`config.mk`:
```
export PLATFORM = sky130hd
export DESIGN_NAME = writeback_queue_flat
export DESIGN_NICKNAME = d
export VERILOG_FILES = /design/src/rtl/writeback_queue_pkg.sv /design/src/rtl/writeback_queue_if.sv /design/src/rtl/writeback_queue_fifo.sv /design/src/rtl/writeback_queue.sv /design/src/flat_wrapper.sv
export SDC_FILE = /design/constraint.sdc
export NUM_CORES = 1
export LEC_CHECK = 0
export CAP_MARGIN = 0
export CORE_MARGIN = 8
export CORE_UTILIZATION = 45
export CTS_CLUSTER_SIZE = 40
export DETAILED_ROUTE_END_ITERATION = 12
export PLACE_DENSITY = 0.7
export REMOVE_ABC_BUFFERS = 1
export SLEW_MARGIN = 5
export SYNTH_ARGS = -nofsm -noshare
export SYNTH_HDL_FRONTEND = slang
export SYNTH_SLANG_ARGS = --single-unit
```
`constraint.sdc`:
```
create_clock -name clk -period 9.1 [get_ports clk]
set_clock_uncertainty 0.15 [all_clocks]
set_input_delay 1.365 -clock clk [delete_from_list [all_inputs] [get_ports clk]]
set_output_delay 1.365 -clock clk [all_outputs]
set_load 0.03 [all_outputs]
```
`src/rtl/writeback_queue_pkg.sv`:
```
// Shared types for the writeback queue (package scc_wb_pkg).
// Optional feature macro used elsewhere in this slice: WB_FORWARD_EN.
package scc_wb_pkg;

    localparam int WB_DEPTH  = 4;
    localparam int WB_ADDR_W = 3;
    localparam int WB_DATA_W = 32;

    localparam logic SRC_ALU = 1'b1;
    localparam logic SRC_ID  = 1'b0;

    typedef struct packed {
        logic                 src;
        logic [WB_ADDR_W-1:0] addr;
        logic [WB_DATA_W-1:0] value;
    } wb_entry_t;

    function automatic wb_entry_t make_entry(input logic                 src,
                                             input logic [WB_ADDR_W-1:0] addr,
                                             input logic [WB_DATA_W-1:0] value);
        wb_entry_t e;
        e.src   = src;
        e.addr  = addr;
        e.value = value;
        return e;
    endfunction

endpackage

```
`src/rtl/writeback_queue_if.sv`:
```
// Bus between producers (ALU, ID), the register file write port and issue logic.
// Handshake: a producer holds X_valid with its payload; the transfer happens on the
// rising edge where X_valid && X_ready. Valid never waits on ready; ready depends only
// on queue state and alu_valid. fwd_* is meaningful only when WB_FORWARD_EN is defined.
interface writeback_queue_if #(parameter int DEPTH = scc_wb_pkg::WB_DEPTH);
    import scc_wb_pkg::*;

    localparam int CNT_W = $clog2(DEPTH) + 1;

    logic                    alu_valid;
    logic [WB_ADDR_W-1:0]    alu_addr;
    logic [WB_DATA_W-1:0]    alu_value;
    logic                    alu_ready;
    logic                    id_valid;
    logic [WB_ADDR_W-1:0]    id_addr;
    logic [WB_DATA_W-1:0]    id_value;
    logic                    id_ready;
    logic [WB_ADDR_W-1:0]    write_addr;
    logic [WB_DATA_W-1:0]    write_value_alu;
    logic [WB_DATA_W-1:0]    write_value_id;
    logic                    write_data_sel;
    logic                    write_enable;
    logic [2**WB_ADDR_W-1:0] pending_mask;
    logic [CNT_W-1:0]        occupancy;
    logic [WB_ADDR_W-1:0]    fwd_addr;
    logic                    fwd_hit;
    logic [WB_DATA_W-1:0]    fwd_value;

    modport slave (
        input  alu_valid, alu_addr, alu_value, id_valid, id_addr, id_value, fwd_addr,
        output alu_ready, id_ready, write_addr, write_value_alu, write_value_id,
               write_data_sel, write_enable, pending_mask, occupancy, fwd_hit, fwd_value
    );

    modport master (
        output alu_valid, alu_addr, alu_value, id_valid, id_addr, id_value, fwd_addr,
        input  alu_ready, id_ready, write_addr, write_value_alu, write_value_id,
               write_data_sel, write_enable, pending_mask, occupancy, fwd_hit, fwd_value
    );

endinterface

```
`src/rtl/writeback_queue_fifo.sv`:
```
// Circular store with two push ports (A older than B within a cycle) and one pop.
// The head pops automatically whenever the queue is non-empty.
module wb_dual_push_fifo
    import scc_wb_pkg::*;
#(
    parameter int DEPTH = WB_DEPTH
) (
    input  logic                       clk,
    input  logic                       reset,
    input  logic                       push_a_i,
    input  wb_entry_t                  entry_a_i,
    input  logic                       push_b_i,
    input  wb_entry_t                  entry_b_i,
    output wb_entry_t                  head_o,
    output logic                       head_valid_o,
    output logic [$clog2(DEPTH):0]     count_o,
    output logic [$clog2(DEPTH)-1:0]   rd_ptr_o,
    output logic [DEPTH-1:0]           valid_o,
    output wb_entry_t                  entries_o [DEPTH]
);

    localparam int PTR_W = $clog2(DEPTH);
    localparam int CNT_W = PTR_W + 1;

    wb_entry_t        mem_q [DEPTH];
    logic [DEPTH-1:0] valid_q, valid_d;
    logic [PTR_W-1:0] wr_ptr_q, wr_ptr_d;
    logic [PTR_W-1:0] rd_ptr_q, rd_ptr_d;
    logic [CNT_W-1:0] count_q, count_d;
    logic [PTR_W-1:0] slot_a, slot_b;
    logic             pop;

    // Next-state: B lands behind A; a slot popped this edge may be refilled this edge.
    always_comb begin
        pop      = (count_q != '0);
        slot_a   = wr_ptr_q;
        slot_b   = wr_ptr_q + PTR_W'(push_a_i);
        wr_ptr_d = wr_ptr_q + PTR_W'(push_a_i) + PTR_W'(push_b_i);
        rd_ptr_d = rd_ptr_q + PTR_W'(pop);
        count_d  = count_q + CNT_W'(push_a_i) + CNT_W'(push_b_i) - CNT_W'(pop);
        valid_d  = valid_q;
        if (pop)      valid_d[rd_ptr_q] = 1'b0;
        if (push_a_i) valid_d[slot_a]   = 1'b1;
        if (push_b_i) valid_d[slot_b]   = 1'b1;
    end

    // Control state; reset flushes everything and drops that cycle's pushes.
    always_ff @(posedge clk) begin
        if (!reset) begin
            valid_q  <= '0;
            wr_ptr_q <= '0;
            rd_ptr_q <= '0;
            count_q  <= '0;
        end else begin
            valid_q  <= valid_d;
            wr_ptr_q <= wr_ptr_d;
            rd_ptr_q <= rd_ptr_d;
            count_q  <= count_d;
        end
    end

    // Payload storage; contents are meaningless where the valid bit is clear.
    always_ff @(posedge clk) begin
        if (reset) begin
            if (push_a_i) mem_q[slot_a] <= entry_a_i;
            if (push_b_i) mem_q[slot_b] <= entry_b_i;
        end
    end

    assign head_o       = mem_q[rd_ptr_q];
    assign head_valid_o = (count_q != '0);
    assign count_o      = count_q;
    assign rd_ptr_o     = rd_ptr_q;
    assign valid_o      = valid_q;
    assign entries_o    = mem_q;

endmodule

```
`src/rtl/writeback_queue.sv`:
```
// Writeback queue in front of the 8x32 register file write port.
// Optional feature: define WB_FORWARD_EN to enable the fwd_addr lookup (youngest match).
module writeback_queue
    import scc_wb_pkg::*;
#(
    parameter int DEPTH = WB_DEPTH
) (
    input  logic              clk,
    input  logic              reset,
    writeback_queue_if.slave  bus
);

    localparam int PTR_W = $clog2(DEPTH);
    localparam int CNT_W = PTR_W + 1;

    wb_entry_t          head;
    logic               head_valid;
    logic [CNT_W-1:0]   count;
    logic [PTR_W-1:0]   rd_ptr;
    logic [DEPTH-1:0]   valid;
    wb_entry_t          entries [DEPTH];
    logic [CNT_W:0]     free;
    logic               push_a, push_b;

    // Slots available this cycle; the head always pops, so it counts as free.
    always_comb begin
        free = (CNT_W+1)'(DEPTH) - {1'b0, count} + (CNT_W+1)'(count != '0);
        bus.alu_ready = (free >= (CNT_W+1)'(1));
        bus.id_ready  = bus.alu_valid ? (free >= (CNT_W+1)'(2)) : (free >= (CNT_W+1)'(1));
        push_a = bus.alu_valid & bus.alu_ready;
        push_b = bus.id_valid & bus.id_ready;
    end

    wb_dual_push_fifo #(.DEPTH(DEPTH)) u_fifo (
        .clk          (clk),
        .reset        (reset),
        .push_a_i     (push_a),
        .entry_a_i    (make_entry(SRC_ALU, bus.alu_addr, bus.alu_value)),
        .push_b_i     (push_b),
        .entry_b_i    (make_entry(SRC_ID, bus.id_addr, bus.id_value)),
        .head_o       (head),
        .head_valid_o (head_valid),
        .count_o      (count),
        .rd_ptr_o     (rd_ptr),
        .valid_o      (valid),
        .entries_o    (entries)
    );

    // Register-file write port decoded from the registered head; zero when empty.
    always_comb begin
        bus.write_enable    = head_valid;
        bus.write_addr      = head_valid ? head.addr : '0;
        bus.write_data_sel  = head_valid & (head.src == SRC_ALU);
        bus.write_value_alu = (head_valid && head.src == SRC_ALU) ? head.value : '0;
        bus.write_value_id  = (head_valid && head.src == SRC_ID)  ? head.value : '0;
        bus.occupancy       = count;
    end

    // Pending mask: one bit per destination register with a queued write.
    always_comb begin
        bus.pending_mask = '0;
        for (int i = 0; i < DEPTH; i++) begin
            if (valid[i]) bus.pending_mask[entries[i].addr] = 1'b1;
        end
    end

`ifdef WB_FORWARD_EN
    // Walk oldest-to-youngest from the head so the youngest match overrides.
    always_comb begin
        logic [PTR_W-1:0] idx;
        bus.fwd_hit   = 1'b0;
        bus.fwd_value = '0;
        for (int k = 0; k < DEPTH; k++) begin
            idx = rd_ptr + PTR_W'(k);
            if (valid[idx] && entries[idx].addr == bus.fwd_addr) begin
                bus.fwd_hit   = 1'b1;
                bus.fwd_value = entries[idx].value;
            end
        end
    end
`else
    // Forwarding disabled: constant outputs, lookup address and head pointer ignored.
    logic unused_fwd;
    assign unused_fwd    = ^{bus.fwd_addr, rd_ptr};
    assign bus.fwd_hit   = 1'b0;
    assign bus.fwd_value = '0;
`endif

endmodule

```
`src/flat_wrapper.sv`:
```
// flat-port wrapper written by rule: the top's interface ports become plain ports
module writeback_queue_flat import scc_wb_pkg::*;
#(
    parameter int DEPTH = WB_DEPTH
)
  (clk, reset, bus_alu_valid, bus_alu_addr, bus_alu_value, bus_id_valid, bus_id_addr, bus_id_value, bus_fwd_addr, bus_alu_ready, bus_id_ready, bus_write_addr, bus_write_value_alu, bus_write_value_id, bus_write_data_sel, bus_write_enable, bus_pending_mask, bus_occupancy, bus_fwd_hit, bus_fwd_value);
  writeback_queue_if #(.DEPTH(DEPTH)) bus_i ();
  input  logic clk;
  input  logic reset;
  input wire logic [$bits(bus_i.alu_valid)-1:0] bus_alu_valid;
  input wire logic [$bits(bus_i.alu_addr)-1:0] bus_alu_addr;
  input wire logic [$bits(bus_i.alu_value)-1:0] bus_alu_value;
  input wire logic [$bits(bus_i.id_valid)-1:0] bus_id_valid;
  input wire logic [$bits(bus_i.id_addr)-1:0] bus_id_addr;
  input wire logic [$bits(bus_i.id_value)-1:0] bus_id_value;
  input wire logic [$bits(bus_i.fwd_addr)-1:0] bus_fwd_addr;
  output wire logic [$bits(bus_i.alu_ready)-1:0] bus_alu_ready;
  output wire logic [$bits(bus_i.id_ready)-1:0] bus_id_ready;
  output wire logic [$bits(bus_i.write_addr)-1:0] bus_write_addr;
  output wire logic [$bits(bus_i.write_value_alu)-1:0] bus_write_value_alu;
  output wire logic [$bits(bus_i.write_value_id)-1:0] bus_write_value_id;
  output wire logic [$bits(bus_i.write_data_sel)-1:0] bus_write_data_sel;
  output wire logic [$bits(bus_i.write_enable)-1:0] bus_write_enable;
  output wire logic [$bits(bus_i.pending_mask)-1:0] bus_pending_mask;
  output wire logic [$bits(bus_i.occupancy)-1:0] bus_occupancy;
  output wire logic [$bits(bus_i.fwd_hit)-1:0] bus_fwd_hit;
  output wire logic [$bits(bus_i.fwd_value)-1:0] bus_fwd_value;
  assign bus_i.alu_valid = bus_alu_valid;
  assign bus_i.alu_addr = bus_alu_addr;
  assign bus_i.alu_value = bus_alu_value;
  assign bus_i.id_valid = bus_id_valid;
  assign bus_i.id_addr = bus_id_addr;
  assign bus_i.id_value = bus_id_value;
  assign bus_i.fwd_addr = bus_fwd_addr;
  assign bus_alu_ready = bus_i.alu_ready;
  assign bus_id_ready = bus_i.id_ready;
  assign bus_write_addr = bus_i.write_addr;
  assign bus_write_value_alu = bus_i.write_value_alu;
  assign bus_write_value_id = bus_i.write_value_id;
  assign bus_write_data_sel = bus_i.write_data_sel;
  assign bus_write_enable = bus_i.write_enable;
  assign bus_pending_mask = bus_i.pending_mask;
  assign bus_occupancy = bus_i.occupancy;
  assign bus_fwd_hit = bus_i.fwd_hit;
  assign bus_fwd_value = bus_i.fwd_value;
  writeback_queue #(.DEPTH(DEPTH)) u_core (.clk(clk), .reset(reset), .bus(bus_i));
endmodule
```
==> results.txt, run 1 <==
CP max FO = 40
antenna violations before repair = 1
met3 usage = 4.146%
global-route layer with the greatest usage = met2
Die Width = 168.5 um
DRC = 0
H-tree depth reported by CTS = 4
R2R Setup Slk = 3920 ps
Routed WL per cell = 21.11 um
Top delay family on crit path = simple AND/OR/NAND/NOR gates
starting DRC count in detailed routing = 478
Tot Pwr = 0.004233 W
Core Area = 23120 um^2
min Tclk post-route = 5524 ps
total grt overflow = 0
Static Leakage = 4.508 nW
TNS Setup = 0 ps
Min-Delay Path Class = flip-flop to flip-flop
CTS resizes = 0
Die Ht = 168.5 um
met1 Track Usage GR = 22.60%
antenna cells = 0
Initial Util = 45.25%
Seq cells post-synth = 155
row count = 56
fill cell count = 1976
clock sink total = 155
status = finished, final reports clean
crit path from = u_core.u_fifo.rd_ptr_o[0]
synthesized area per cell = 14.06 um^2
Worst-Skew Late Latency = 410 ps
RR Startpoint = u_core.u_fifo.count_o[2]
GRT Total Usage = 17.64%
CTS root buf = clkbuf_16
most frequent cells in the layout = mux2_1, clkdlybuf4s50_1, edfxtp_1, mux2_2, and2_1
crit path to = bus_write_value_id[30]
num ports = 192
Clock transition at path regs = 60 ps
final hold vios = 0
fin cells = 1183
crit-path max cell delay = 970 ps
Avg Vias per Cell = 5.484
final wirelength = 24.97 mm
largest net degree at the start of global routing = 85
max-slew violation count = 0
final worst-path cycle share = 60.70%
Net count, final = 966
1st-pass router iterations = 5
ranking of synthesized cells by area = edfxtp_1, mux2_1, mux2_2
cts bufs inserted = 17
Detail Route Antenna Nets = 0
CTS hold repair buffers = 0
worst-path cell with the longest stage delay = mux4_2
Max clock buf depth = 2
area growth from synthesis to layout = 19.44%
worst slew pin tran = 927.1 ps
CP Data Arrival Time = 4010 ps
startpoint types = flip-flop
WS Path Type = flip-flop to output port
vias in the first global route = 6800
FMAX = 181.0 MHz
commonest register cell after synthesis = edfxtp_1
Buf/Inv on CP = 1
Critical Path RT = 7590 ps
total of max-cap violations = 0
post-synth top area cell = edfxtp_1
R2R depth = 11
RSZ-0062 raised after global routing = no
die area = 28390 um^2
GR Util met2 = 29.77%
ys async rst share = 0%
Vias = 6488
Post-Syn Instances = 744
Setup Viol. Count Final = 0
Power Density = 338.7 nW/um^2
warnings from Yosys = 0
Placed Cells incl. Taps = 1151
first-pass GRT wire length = 38.96 mm
Post-CTS Setup Inserts = 0
cells along the critical path = mux4_2 > nor2_4 > and2_1 > clkdlybuf4s50_1
Distinct cells, synth = 48
count of port buffers added during placement = 155
worst vdd ir = 0.1920 mV
Post-synth EDFFs = 144
critical path endpoint category = output port
share of the synthesized area in the top cell type = 41.32%
hpwl dp = 15.61 mm
Mapped Area = 10460 um^2
max_slew headroom = 38.08%
RePlAce Congestion = 0.8610
share of cells above drive strength 1 = 22.51%
critical path depth = 4
worst r2r dst = u_core.u_fifo.entries_o[11]
sequential area share after synthesis = 43.43%
most common cell after layout, fill and taps aside = mux2_1
CTS tree = yes
[power by group]
group,total [W],switching [W],internal (W),leakage [nW]
registers,0.00126,0.000171,0.00109,1.50
logic,0.00235,0.00122,0.00113,2.75
clock network,0.000627,0.000273,0.000353,0.259
total,0.00423,0.00166,0.00257,4.51
[stage by stage]
step	utilization (%)	setup WS [ps]	area, um^2	hold WS, ps
final	54.05	3576	12500	371.3
after global routing	54.05	3234	12500	413.9
after CTS	54.05	3372	12500	372.4
after detailed placement	51.85	3823	11990	362.8
after global placement	51.85	3907	11990	362.1
after floorplan	-	3971	9961	340.1
[sequential cells by signal, indices dropped and copies added, names as in the netlist]
name / count
u_core.u_fifo.count_o: 3
u_core.u_fifo.entries_o: 144
u_core.u_fifo.rd_ptr_o: 2
u_core.u_fifo.slot_a: 2
u_core.u_fifo.valid_o: 4
[worst register-to-register path, stage by stage (launching register included)]
cell and delay, ps:
dfxtp_1 380, nor3_1 670, ha_1 320, inv_1 50, ha_1 320, or4b_1 710, o211ai_1 250, inv_1 80
ha_1 220, xor2_1 380, nand4_4 770, mux2_1 640
[worst min path at each step]
stage                                     endpoint  cells past startpoint  slack [ps]                     start
after floorplan           u_core.u_fifo.valid_o[0]                      2         340  u_core.u_fifo.valid_o[0]
after global placement    u_core.u_fifo.valid_o[0]                      2         360  u_core.u_fifo.valid_o[0]
final                     u_core.u_fifo.valid_o[0]                      2         370  u_core.u_fifo.valid_o[0]
after global routing      u_core.u_fifo.valid_o[0]                      2         410  u_core.u_fifo.valid_o[0]
after CTS                 u_core.u_fifo.valid_o[0]                      2         370  u_core.u_fifo.valid_o[0]
after detailed placement  u_core.u_fifo.valid_o[0]                      2         360  u_core.u_fifo.valid_o[0]
[cells in the mapped netlist (2+ instances only)]
master    number
and4b_1        2
buf_1          3
a32oi_1        2
buf_2         18
inv_1         17
buf_4         33
mux4_2        36
nand3b_2       2
o211ai_4       4
clkbuf_1      14
ha_1           7
buf_8          6
nor2b_1        6
nand2_1        6
o31ai_1        2
and3_1        33
nor3b_1        2
fa_1           2
o21ai_0        3
nor2_1        10
mux2_1       167
dfxtp_1       11
and2_1        39
a31oi_1        8
xnor2_1        4
buf_12         6
edfxtp_1     144
a21boi_0       4
nand4_1        7
nand3_1        6
nand3b_1       3
mux2_2       113
nand4b_1       4
nor3_1         4
nand4_2        2
and3b_1        2
[final cells by class]
type / instances / area (um^2) / share of cell area [%]
well taps: 290 / 362.8 / 2.903
flip-flops and latches: 155 / 4549 / 36.40
inverters: 17 / 63.81 / 0.5106
clock buffers: 23 / 457.9 / 3.664
multi-input cells: 523 / 5378 / 43.03
repair buffers: 166 / 1635 / 13.08
clock inverters: 9 / 51.30 / 0.4105
[layer usage]
| metal | vias up | share of wire (%) |
|---|---|---|
| li1 | 3100 | - |
| met1 | 3167 | 44 |
| met2 | 203 | 49 |
| met3 | 16 | 6.3 |
| met4 | 2 | 0.76 |
| met5 | - | 0.052 |
[cells by family after synthesis]
family / synth area share, %
buf+inv: 6.565
xor+xnor: 0.4185
simple gates: 7.796
other cells: 0.03584
fa+ha+maj: 1.220
flops: 43.43
mux: 37.88
compound gates: 2.655
No activity file was read; power rests on OpenSTA's default activity.
==> run 2, diff against run 1 <==
--- a/config.mk
+++ b/config.mk
@@ -10,7 +10,7 @@
 export CORE_UTILIZATION = 45
 export CTS_CLUSTER_SIZE = 40
 export DETAILED_ROUTE_END_ITERATION = 12
-export PLACE_DENSITY = 0.7
+export PLACE_DENSITY = 0.73
 export REMOVE_ABC_BUFFERS = 1
 export SLEW_MARGIN = 5
 export SYNTH_ARGS = -nofsm -noshare
==> constraint.sdc (replaced) <==
create_clock -name clk -period 4.6 [get_ports clk]
set_clock_uncertainty 0.15 [all_clocks]
set_input_delay 0.69 -clock clk [delete_from_list [all_inputs] [get_ports clk]]
set_output_delay 0.69 -clock clk [all_outputs]
set_load 0.03 [all_outputs]
==> run 2 against run 1 <==
Effect of this change: sequential share of layout area shrank 0.42 points; clock-buffer cell count shrank 5; critical endpoint is now bus_write_value_id[12]; first-iteration DRC count grew 20%; register-to-register slack lost 3400 ps; die area is the same; sequential cell count is the same; hold slack gained 34 ps; core utilization grew 0.63 points.
==> results.txt, run 2 (synthesized netlist as in run 1, its figures left out) <==
share of cells above drive strength 1 = 23.14% (+0.63 points)
hpwl dp = 16.18 mm (+3.6%)
max_slew headroom = 47.79% (+9.7 points)
Post-CTS Setup Inserts = 0 (unchanged)
row count = 56 (unchanged)
number of flip-flops under the largest register name = 144 (unchanged)
CTS hold repair buffers = 0 (unchanged)
area growth from synthesis to layout = 20.84%
Power Density = 676.8 nW/um^2 (+100%)
Static Leakage = 4.569 nW (+1.4%)
worst slew pin tran = 783.1 ps (-144.0 ps)
worst vdd ir = 0.3717 mV (+94%)
GRT Total Usage = 18.05% (+0.41 points)
H-tree depth reported by CTS = 4 (unchanged)
most common cell after layout, fill and taps aside = mux2_1
Core Area = 23120 um^2 (unchanged)
die area = 28390 um^2 (unchanged)
cts bufs inserted = 17 (unchanged)
final worst-path cycle share = 90.02%
antenna violations before repair = 1 (unchanged)
starting DRC count in detailed routing = 572 (+20%)
Initial Util = 45.25% (unchanged)
Die Ht = 168.5 um (unchanged)
critical path endpoint category = output port
min Tclk post-route = 4141 ps
CTS tree = yes
most frequent cells in the layout = mux2_1, clkdlybuf4s50_1, edfxtp_1, mux2_2, and2_1
WS Path Type = flip-flop to output port
Vias = 6593 (+1.6%)
final hold vios = 0 (unchanged)
Worst-Skew Late Latency = 410 ps (about the same)
status = finished, final reports clean
final wirelength = 25.35 mm (+1.5%)
final worst setup slack = 458.9 ps (-3117 ps)
Routed WL per cell = 21.30 um (+0.92%)
CTS resizes = 0 (unchanged)
startpoint types = flip-flop
first-pass GRT wire length = 39.89 mm (+2.4%)
Clock transition at path regs = 60 ps (about the same)
FMAX = 241.5 MHz
Max clock buf depth = 2 (unchanged)
CTS root buf = clkbuf_16
max-slew violation count = 0 (unchanged)
DRC = 0 (unchanged)
CP Data Arrival Time = 3300 ps (-710 ps)
TNS Setup = 0 ps (unchanged)
RePlAce Congestion = 0.8545 (-0.75%)
count of port buffers added during placement = 155 (unchanged)
Critical Path RT = 3760 ps (-3830 ps)
Min-Delay Path Class = flip-flop to flip-flop
Place WS = 548.4 ps (-3275 ps)
Die Width = 168.5 um (unchanged)
Design Area, Final = 12640 um^2 (+1.2%)
Net count, final = 973 (+0.72%)
RSZ-0062 raised after global routing = no
fill cell count = 1947 (-1.5%)
num ports = 192 (unchanged)
largest net degree at the start of global routing = 79 (-7.1%)
1st-pass router iterations = 5 (unchanged)
clock sink total = 155 (unchanged)
Avg Vias per Cell = 5.540 (+1.0%)
total grt overflow = 0 (unchanged)
Placement Cell Area = 12090 um^2 (+0.81%)
CP max FO = 34 (-15%)
Setup Viol. Count Final = 0 (unchanged)
Detail Route Antenna Nets = 0 (unchanged)
vias in the first global route = 7005 (+3.0%)
total of max-cap violations = 0 (unchanged)
[run 2: changes by cell type in the layout (fill, tap and decap cells not counted), moves of 2 or more]
cell        change
clkinv_1        +3
bufinv_16       +2
inv_4           -2
clkinvlp_4      +3
clkinv_2        -3
inv_6           +2
buf_12          +4
buf_4           +3
clkbuf_1        -4
[run 2: path summary, 6_finish.rpt]
check,from,slack [ps],cells past startpoint,to
setup reg to reg,u_core.u_fifo.count_o[2],560,12,u_core.u_fifo.entries_o[86]
hold reg to reg,u_core.u_fifo.valid_o[0],410,2,u_core.u_fifo.valid_o[0]
setup / recovery,u_core.u_fifo.rd_ptr_o[0],460,5,bus_write_value_id[12]
hold / removal,u_core.u_fifo.valid_o[0],410,2,u_core.u_fifo.valid_o[0]
[run 2: stage by stage]
stage / util [%] / total power [W] / std cells / hold WS (ps)
6_report: 54.69 / 0.008558 / 1190 / 405.4
3_3_place_gp: 52.27 / 0.007176 / 1158 / 374.1
2_1_floorplan: - / 0.005544 / 695 / 340.1
3_5_place_dp: 52.27 / 0.007289 / 1158 / 381.8
5_1_grt: 54.68 / 0.009052 / 1189 / 445.1
4_1_cts: 54.68 / 0.008650 / 1189 / 390.2
[run 2: layout make-up]
type / count / area, um^2 / area share, %
clock buffers: 18 / 429.2 / 3.394
clock inverters: 13 / 126.4 / 0.9994
well taps: 290 / 362.8 / 2.870
multi-input cells: 523 / 5373 / 42.49
inverters: 17 / 63.81 / 0.5047
diodes: 1 / 2.502 / 0.01979
flip-flops and latches: 155 / 4549 / 35.98
repair buffers: 173 / 1738 / 13.74
[run 2: report_power, final]
group,total [W],internal [W],switching (W)
combinational,0.00476,0.00229,0.00247
clock,0.00135,0.000790,0.000558
sequential,0.00245,0.00215,0.000301
total,0.00856,0.00523,0.00333
[run 2: critical path, stage by stage (launching register included)]
cell and delay (ps):
dfxtp_4 620, mux4_2 930, nor2_2 240, buf_4 250, and2_1 160, clkdlybuf4s50_1 680
[run 2: routing by layer]
metal  share of wire (%)  up-vias  global-route usage (%)
met4                0.53        0                   3.533
met3                 7.5        8                   4.449
met1                  42     3283                   23.02
li1                    -     3114                       -
met2                  50      188                   30.81
met5                   0        -                       0
